[src/rtl/wb_burst_drain.sv]
`default_nettype none
// ============================================================================
// Module   : wb_burst_drain
// Purpose  : Drains {addr,data} entries from an FWFT FIFO as Wishbone classic
//            writes, holding cyc across bursts of up to BURST_LEN beats.
// Revision : 1.0
// ============================================================================
module wb_burst_drain #(
    parameter int DATA_W    = 32,
    parameter int ADDR_W    = 32,
    parameter int LVL_W     = 4,
    parameter int THRESH    = 4,
    parameter int BURST_LEN = 4,
    parameter int TIMEOUT   = 15
) (
    input  logic                     clk,
    input  logic                     rst,
    input  logic                     fifo_empty,
    input  logic [LVL_W-1:0]         fifo_level,
    input  logic [ADDR_W+DATA_W-1:0] fifo_dout,
    output logic                     fifo_rd_en,
    input  logic                     flush_in,
    input  logic                     stall_in,
    output logic                     wb_cyc_o,
    output logic                     wb_stb_o,
    output logic                     wb_we_o,
    output logic [ADDR_W-1:0]        wb_adr_o,
    output logic [DATA_W-1:0]        wb_dat_o,
    input  logic                     wb_ack_i,
    input  logic                     wb_err_i,
    output logic                     busy_o,
    output logic                     err_o,
    input  logic                     err_clr_i
);

    localparam int BC_W = $clog2(BURST_LEN + 1);
    localparam int TO_W = $clog2(TIMEOUT + 1);

    localparam logic [1:0] S_IDLE = 2'd0;
    localparam logic [1:0] S_LOAD = 2'd1;
    localparam logic [1:0] S_BUS  = 2'd2;

    localparam logic [BC_W-1:0]  BEAT_MAX   = BC_W'(BURST_LEN);
    localparam logic [TO_W-1:0]  TO_LAST    = TO_W'(TIMEOUT - 1);
    localparam logic [LVL_W-1:0] THRESH_LVL = LVL_W'(THRESH);

    logic [1:0]      r_state;
    logic [BC_W-1:0] r_beat_cnt;
    logic [TO_W-1:0] r_to_cnt;

    logic w_start;
    logic w_continue;
    logic w_timeout;
    logic w_err_set;

    assign w_start    = !stall_in && !fifo_empty && ((fifo_level >= THRESH_LVL) || flush_in);
    assign w_continue = (r_beat_cnt < BEAT_MAX) && !fifo_empty && !stall_in;
    assign w_timeout  = !wb_ack_i && !wb_err_i && (r_to_cnt == TO_LAST);
    assign w_err_set  = (r_state == S_BUS) && (wb_err_i || w_timeout);

    // Outputs decode straight from state so an async reset drops cyc at once.
    assign wb_cyc_o   = (r_state == S_BUS) || ((r_state == S_LOAD) && (r_beat_cnt != '0));
    assign wb_stb_o   = (r_state == S_BUS);
    assign wb_we_o    = (r_state == S_BUS);
    assign fifo_rd_en = (r_state == S_LOAD);
    assign busy_o     = (r_state != S_IDLE);

    always_ff @(posedge clk or posedge rst) begin
        if (rst) begin
            r_state    <= S_IDLE;
            r_beat_cnt <= '0;
            r_to_cnt   <= '0;
            wb_adr_o   <= '0;
            wb_dat_o   <= '0;
        end else begin
            case (r_state)
                S_IDLE: begin
                    if (w_start) begin
                        r_state    <= S_LOAD;
                        r_beat_cnt <= '0;
                    end
                end
                S_LOAD: begin
                    wb_adr_o   <= fifo_dout[ADDR_W+DATA_W-1:DATA_W];
                    wb_dat_o   <= fifo_dout[DATA_W-1:0];
                    r_beat_cnt <= r_beat_cnt + 1'b1;
                    r_to_cnt   <= '0;
                    r_state    <= S_BUS;
                end
                S_BUS: begin
                    // An error wins over a simultaneous ack; the beat is dropped.
                    if (wb_err_i) begin
                        r_state <= S_IDLE;
                    end else if (wb_ack_i) begin
                        r_state <= w_continue ? S_LOAD : S_IDLE;
                    end else if (r_to_cnt == TO_LAST) begin
                        r_state <= S_IDLE;
                    end else begin
                        r_to_cnt <= r_to_cnt + 1'b1;
                    end
                end
                default: r_state <= S_IDLE;
            endcase
        end
    end

    // A new error in the same cycle as a clear request keeps the flag set.
    always_ff @(posedge clk or posedge rst) begin
        if (rst) begin
            err_o <= 1'b0;
        end else if (w_err_set) begin
            err_o <= 1'b1;
        end else if (err_clr_i && (r_state != S_LOAD)) begin
            err_o <= 1'b0;
        end
    end

endmodule
`default_nettype wire

[config.mk]
export PLATFORM = sky130hd
export DESIGN_NAME = wb_burst_drain
export DESIGN_NICKNAME = d
export VERILOG_FILES = /design/src/rtl/wb_burst_drain.sv
export SDC_FILE = /design/constraint.sdc
export NUM_CORES = 1
export LEC_CHECK = 0
export ABC_CLOCK_PERIOD_IN_PS = 5300
export BUFFER_PORTS_ARGS = -buffer_cell sky130_fd_sc_hd__buf_2
export CORE_ASPECT_RATIO = 1.2
export CORE_UTILIZATION = 45
export DETAILED_ROUTE_END_ITERATION = 7
export PLACE_DENSITY_LB_ADDON = 0.1
export SYNTH_ARGS = -nofsm -noshare
export SYNTH_HDL_FRONTEND = slang
export SYNTH_SLANG_ARGS = --single-unit
[constraint.sdc]
create_clock -name clk -period 5.3 [get_ports clk]
set_input_delay 1.06 -clock clk [delete_from_list [all_inputs] [get_ports clk]]
set_output_delay 1.06 -clock clk [all_outputs]
set_load 0.01 [all_outputs]
# Word-level counts from Yosys, hierarchy flattened

Index checks and enable logic that the tools add are counted.

Flip-flop bits (word level): 74
Bits in latches: 0
Memory bits (writable): 0
Memory bits (read-only): 0
Bits of input ports: 76
Output and inout port bits: 70
Word-level logic and storage cells: 58
Memories kept: 0

Add/subtract/negate cells: 2
Multipliers: 0
Divide/modulo/power cells: 0
Order comparisons: 2
Eq/ne operators: 9
Shift operators: 0
Multiplexer cells: 14
Bitwise operators: 0
Reduce and logical (&&, ||, !) cells: 25

Operators with widths:

| kind                                                                    | count |
|---|---|
| 4-bit 2-to-1 mux                                                        | 3 |
| 1-bit logical AND                                                       | 9 |
| 2-bit 2-to-1 mux                                                        | 4 |
| 2-bit inequality test, second input constant                            | 4 |
| 4-bit case mux with 2 select lines                                      | 1 |
| 2-bit nonzero test                                                      | 4 |
| 2-bit case mux with 3 select lines                                      | 1 |
| 3-bit case mux with 2 select lines                                      | 1 |
| 4-bit by 1-bit adder with 4-bit output, second input constant           | 1 |
| 4-bit == test, second input constant                                    | 1 |
| 4-bit by 3-bit >= comparator with 1-bit output, second input constant   | 1 |
| 1-bit zero test                                                         | 4 |
| 4-bit by 1-bit inequality test with 1-bit output, second input constant | 1 |
| 2-bit AND reduction                                                     | 2 |
| 4-bit AND reduction                                                     | 1 |
| 3-bit by 1-bit adder with 3-bit output, second input constant           | 1 |
| 1-bit logical OR                                                        | 3 |
| 3-bit < comparator, second input constant                               | 1 |
| 1-bit 2-to-1 mux                                                        | 3 |
| 3-bit 2-to-1 mux                                                        | 1 |
| 3-bit nonzero test                                                      | 1 |
| 2-bit by 1-bit == test with 1-bit output, second input constant         | 1 |
| 2-bit == test, second input constant                                    | 1 |
| 2-bit zero test                                                         | 1 |
| 2-bit by 1-bit inequality test with 1-bit output, second input constant | 1 |

# Logic depth before layout (Yosys ltp)

Word-level depth: 7
Depth in mapped cells: 7

# Least setup slack after synthesis

No wires, ideal clock.

Path type: register to output
Start: reg r_state[1]
End: out wb_cyc_o
Arrival: 1026 ps
Data required time: 4240 ps
Setup slack: 3214 ps
Cell stages (with the launch flop): 6
Buffers on the path: 2
Path through: dfrtp_1 nand2b_1 buf_4 buf_6 a21oi_1 or2_1

Longest elaborated chain between the ends: 3

RTL lines:

| item                                     | RTL line | source |
|---|---|---|
| start: declaration                       | 47       | `logic [1:0] r_state;` |
| start signal: assignment                 | 95       | `r_state <= w_continue ? S_LOAD : S_IDLE;` |
| 2-bit by 1-bit == test with 1-bit output | 62       | `assign wb_cyc_o = (r_state == S_BUS) \|\| ((r_state == S_LOAD) && (r_beat_cnt != '0));` |
| 1-bit logical AND                        | 62       |  |
| 1-bit logical OR (*)                     | 62       |  |
| end: declaration                         | 24       | `output logic wb_cyc_o,` |

Every way passes the cells marked *; elsewhere a longest branch is shown, timed or not.

# Worst setup path after layout

Start: reg r_state[1]
End: out fifo_rd_en

Longest elaborated chain between the ends: 1

RTL lines:

| item                                     | RTL line | source |
|---|---|---|
| 2-bit by 1-bit == test with 1-bit output | 65       | `assign fifo_rd_en = (r_state == S_LOAD);` |
| end: declaration                         | 21       | `output logic fifo_rd_en,` |

Every way passes these cells.

==> results_tabular.tex <==
\begin{tabular}{lr}
\hline
Metric & Value \\
\hline
\multicolumn{2}{l}{\textbf{STA}} \\
Worst slew margin & 27.6\% \\
TNS Setup & 0 ns \\
Peak Freq & 0.304 GHz \\
Final cycle utilization of the critical path & 62.0\% \\
Post-Route Hold Slack & 0.472 ns \\
Worst setup skew after layout & 0.0141 ns \\
Max Slew Vio Count & 0 \\
Worst Max-Slew Pin Slew & 1.09 ns \\
Final Critical Period & 3.29 ns \\
Setup repair after global routing missed its margin & no \\
Final setup fails & 0 \\
Final hold violation count & 0 \\
\multicolumn{2}{l}{\textbf{Final layout}} \\
Area growth syn-to-layout & 31.3\% \\
Non-filler cells in the finished layout & 570 \\
Proportion of layout cells with a drive suffix above 1 & 34.0\% \\
Post-layout net count & 560 \\
Post-route core utilization & 61.9\% \\
Antenna diode count & 0 \\
Fill cell total of the finished layout & 627 \\
\multicolumn{2}{l}{\textbf{Status}} \\
Result of the run & complete, no violations \\
\multicolumn{2}{l}{\textbf{Logic synthesis}} \\
Area share of the leading cell type in the synthesized netlist & 60.6\% \\
Async S/R FF share, synth & 100\% \\
Cell type contributing the most total cell area after synthesis & sky130\_fd\_sc\_hd\_\_dfrtp\_1 \\
Synth cell count leaders & sky130\_fd\_sc\_hd\_\_nand2\_1, sky130\_fd\_sc\_hd\_\_dfrtp\_1, sky130\_fd\_sc\_hd\_\_buf\_2 \\
Post-synth EDFFs & 0 \\
Post-synthesis cell count & 342 \\
Warnings, synthesis & 0 \\
Top flip-flop cell by instance count after synthesis & sky130\_fd\_sc\_hd\_\_dfrtp\_1 \\
Cell area after synthesis & 3060 sq um \\
Most frequently used cell type in the post-synthesis netlist & sky130\_fd\_sc\_hd\_\_nand2\_1 \\
Synthesis-stage register bit count & 74 \\
Sequential share of the synthesized area & 60.6\% \\
Net count after synthesis & 422 \\
Top cells by area in the synthesized netlist & sky130\_fd\_sc\_hd\_\_dfrtp\_1, sky130\_fd\_sc\_hd\_\_nand2\_1, sky130\_fd\_sc\_hd\_\_ha\_1 \\
Post-synthesis cell type count & 36 \\
Average size of a mapped cell & 8.94 sq um \\
\multicolumn{2}{l}{\textbf{Routing}} \\
Detailed Route Iter0 Violations & 145 \\
Average routed wire per standard cell & 12.1 microns \\
Total via count in the routed design & 2696 \\
Post-route ant nets & 0 \\
Total wire length after detailed routing & 6880 microns \\
Number of remaining DRC errors & 0 \\
DRT Pass-1 Iters & 6 \\
Routed vias/inst & 4.73 \\
\multicolumn{2}{l}{\textbf{Floorplan}} \\
Number of ports placed on the die boundary & 146 \\
Effective utilization at floorplan & 47.1\% \\
Horizontal extent of the die & 77.3 microns \\
FP Rows & 32 \\
Die extent in y & 92.3 microns \\
Std-Cell Core Area & 6490 sq um \\
Die Area & 7130 sq um \\
\multicolumn{2}{l}{\textbf{Power and ir drop}} \\
Sequential fraction of design power & 45.1\% \\
Leak Pwr & 2.33 nW \\
Internal Dissipation & 0.00123 W \\
Net load switching power & 0.000566 W \\
Largest voltage drop on the vdd net & 223 uV \\
Net switching share of the total power & 31.4\% \\
Portion of total power attributed to the clock network & 28.0\% \\
Relative contribution of combinational cells to total power & 26.9\% \\
Areal power density over the cells & 448 nW/um\^{}2 \\
\multicolumn{2}{l}{\textbf{Clock network}} \\
Clock-pin slew on the worst setup and hold paths & 0.07 ns \\
Buffers inserted during post-CTS setup optimization & 0 \\
Number of buffers added to fix hold violations after cts & 0 \\
CTS Buf Count & 9 \\
Clk\_lat worst skew & 0.34 ns \\
Library cell used as clock root buffer & sky130\_fd\_sc\_hd\_\_clkbuf\_8 \\
CTS H-tree depth & 3 \\
CTS tree & done \\
Largest buffer count on any clock path & 2 \\
Resized cells post-CTS & 0 \\
CTS sink count & 74 \\
\multicolumn{2}{l}{\textbf{Setup path}} \\
WP data arrival & 2.23 ns \\
Worst r2r src & r\_state[1] \\
Category of the worst setup path launch point & register \\
Critical path class & register to output port \\
Endpoint required time on the critical path & 4.24 ns \\
Worst R2R End & r\_beat\_cnt[1] \\
Largest driver fanout on the critical path & 67 \\
Count of cells along the worst register-to-register path & 4 \\
Worst Setup SP & r\_state[1] \\
Setup crit end kind & output port \\
Reg2reg setup slack & 3.36 ns \\
\multicolumn{2}{l}{\textbf{Global route}} \\
Met1 capacity usage during global routing & 24.4\% \\
Final global-route overflow total & 0 \\
GRT Total Usage & 20.3\% \\
Number of antenna violations at the first check in global routing & 0 \\
Number of global-route vias before repair & 2578 \\
Global route hottest layer & met2 \\
GR Util met3 & 3.94\% \\
Pin count of the biggest net entering global routing & 68 \\
Wire length of the first global-routing pass & 11300 microns \\
Met2 Track Usage GR & 34.8\% \\
\multicolumn{2}{l}{\textbf{Worst hold path}} \\
Worst hold path cell count & 2 \\
Startpoint of the lowest-slack hold path & wb\_adr\_o[6] \\
Hold Crit Endpoint & wb\_adr\_o[6] \\
Min-Delay Path Class & register to register \\
\multicolumn{2}{l}{\textbf{Placement}} \\
\# placed instances & 554 \\
Half-perimeter wire length after detailed placement & 4710 microns \\
Final estimated routing congestion in global placement & 0.790 \\
IO Port Bufs & 143 \\
\multicolumn{2}{l}{\textbf{Run}} \\
Max-cap viol count & 0 \\
\hline
\end{tabular}
[worst max-delay path by stage]
| stage | endpoint | slack [ns] | cells past startpoint |
|---|---|---|---|
| 5_1_grt | fifo_rd_en | 1.85 | 3 |
| 3_3_place_gp | fifo_rd_en | 2.36 | 3 |
| 6_report | fifo_rd_en | 2.01 | 3 |
| 2_1_floorplan | err_o | 2.36 | 1 |
| 4_1_cts | fifo_rd_en | 1.99 | 3 |
| 3_5_place_dp | fifo_rd_en | 2.36 | 3 |
[registers in the layout, indices dropped and copies added, names as in the netlist]
register / cells
r_to_cnt: 4
wb_adr_o: 32
r_state: 2
err_o: 1
r_beat_cnt: 3
wb_dat_o: 32
[cell families (layout without fill, tap and decap cells)]
logic type      count (synthesis)  after routing  share of synthesized area (%)
simple gates                  215            215                           27.6
flops                          74             74                           60.6
compound gates                 22             22                           5.20
fa+ha+maj                       4              4                           1.64
buf+inv                        27            170                           5.03
[critical path, cell delays in order, from the launching register on]
cell and delay (ns):
sky130_fd_sc_hd__dfrtp_1 0.53, sky130_fd_sc_hd__nand2b_2 0.26, sky130_fd_sc_hd__inv_2 0.77, sky130_fd_sc_hd__buf_2 0.28
[routing by layer]
| metal | vias up | share of wire [%] |
|---|---|---|
| met4 | 0 | 1.8 |
| met5 | - | 0 |
| li1 | 1337 | - |
| met3 | 10 | 6.4 |
| met2 | 103 | 50 |
| met1 | 1246 | 42 |
[power by group through the flow]
stage	clock [W]	combinational, W	sequential, W
detailed placement	0	0.000491	0.000822
finish	0.000504	0.000484	0.000812
CTS	0.000520	0.000493	0.000812
global route	0.000538	0.000545	0.000834
floorplan	0	0.000196	0.000891
global placement	0	0.000478	0.000816
[area by class of cell]
type                       instances  area [sq um]  share of cell area, %
inverter                           9          33.8                  0.841
clock inverter                     3          68.8                   1.71
tap                               85           106                   2.65
timing repair buffer             145           731                   18.2
sequential                        74          1850                   46.1
multi-input combinational        241          1050                   26.3
clock buffer                      13           169                   4.21
[stage by stage]
stage / instance area, sq um / power [W] / setup WS, ns
after global routing: 4020 / 0.00192 / 1.85
final: 4020 / 0.00180 / 2.01
after floorplan: 3060 / 0.00109 / 2.36
after global placement: 3780 / 0.00129 / 2.36
after CTS: 4020 / 0.00183 / 1.99
after detailed placement: 3780 / 0.00131 / 2.36
[layout by cell type, fill, tap and decap left out]
cell type	count
sky130_fd_sc_hd__nand3_1	3
sky130_fd_sc_hd__o311ai_0	1
sky130_fd_sc_hd__o21bai_1	1
sky130_fd_sc_hd__a21oi_1	3
sky130_fd_sc_hd__a311oi_1	1
sky130_fd_sc_hd__and3b_1	1
sky130_fd_sc_hd__and2_1	1
sky130_fd_sc_hd__nor3_1	1
sky130_fd_sc_hd__clkbuf_8	12
sky130_fd_sc_hd__nand2b_2	1
sky130_fd_sc_hd__dfrtp_1	74
sky130_fd_sc_hd__or2_1	1
sky130_fd_sc_hd__inv_2	2
sky130_fd_sc_hd__nor2_2	1
sky130_fd_sc_hd__buf_4	2
sky130_fd_sc_hd__nor2b_1	2
sky130_fd_sc_hd__clkbuf_1	1
sky130_fd_sc_hd__nor3b_1	1
sky130_fd_sc_hd__and3_1	1
sky130_fd_sc_hd__inv_1	7
sky130_fd_sc_hd__a22o_1	1
sky130_fd_sc_hd__ha_1	4
sky130_fd_sc_hd__a221oi_1	1
sky130_fd_sc_hd__nand2_1	197
sky130_fd_sc_hd__o21ai_0	3
sky130_fd_sc_hd__bufinv_16	2
sky130_fd_sc_hd__nor2_1	3
sky130_fd_sc_hd__a31oi_1	3
sky130_fd_sc_hd__a2111oi_0	1
sky130_fd_sc_hd__a211oi_1	1
sky130_fd_sc_hd__nand4_1	1
sky130_fd_sc_hd__o211ai_1	2
sky130_fd_sc_hd__buf_2	143
sky130_fd_sc_hd__o311ai_1	1
sky130_fd_sc_hd__a311o_1	2
sky130_fd_sc_hd__a22oi_1	1
sky130_fd_sc_hd__inv_6	1
sky130_fd_sc_hd__or2_2	1
No activity file was read; power rests on OpenSTA's default activity.
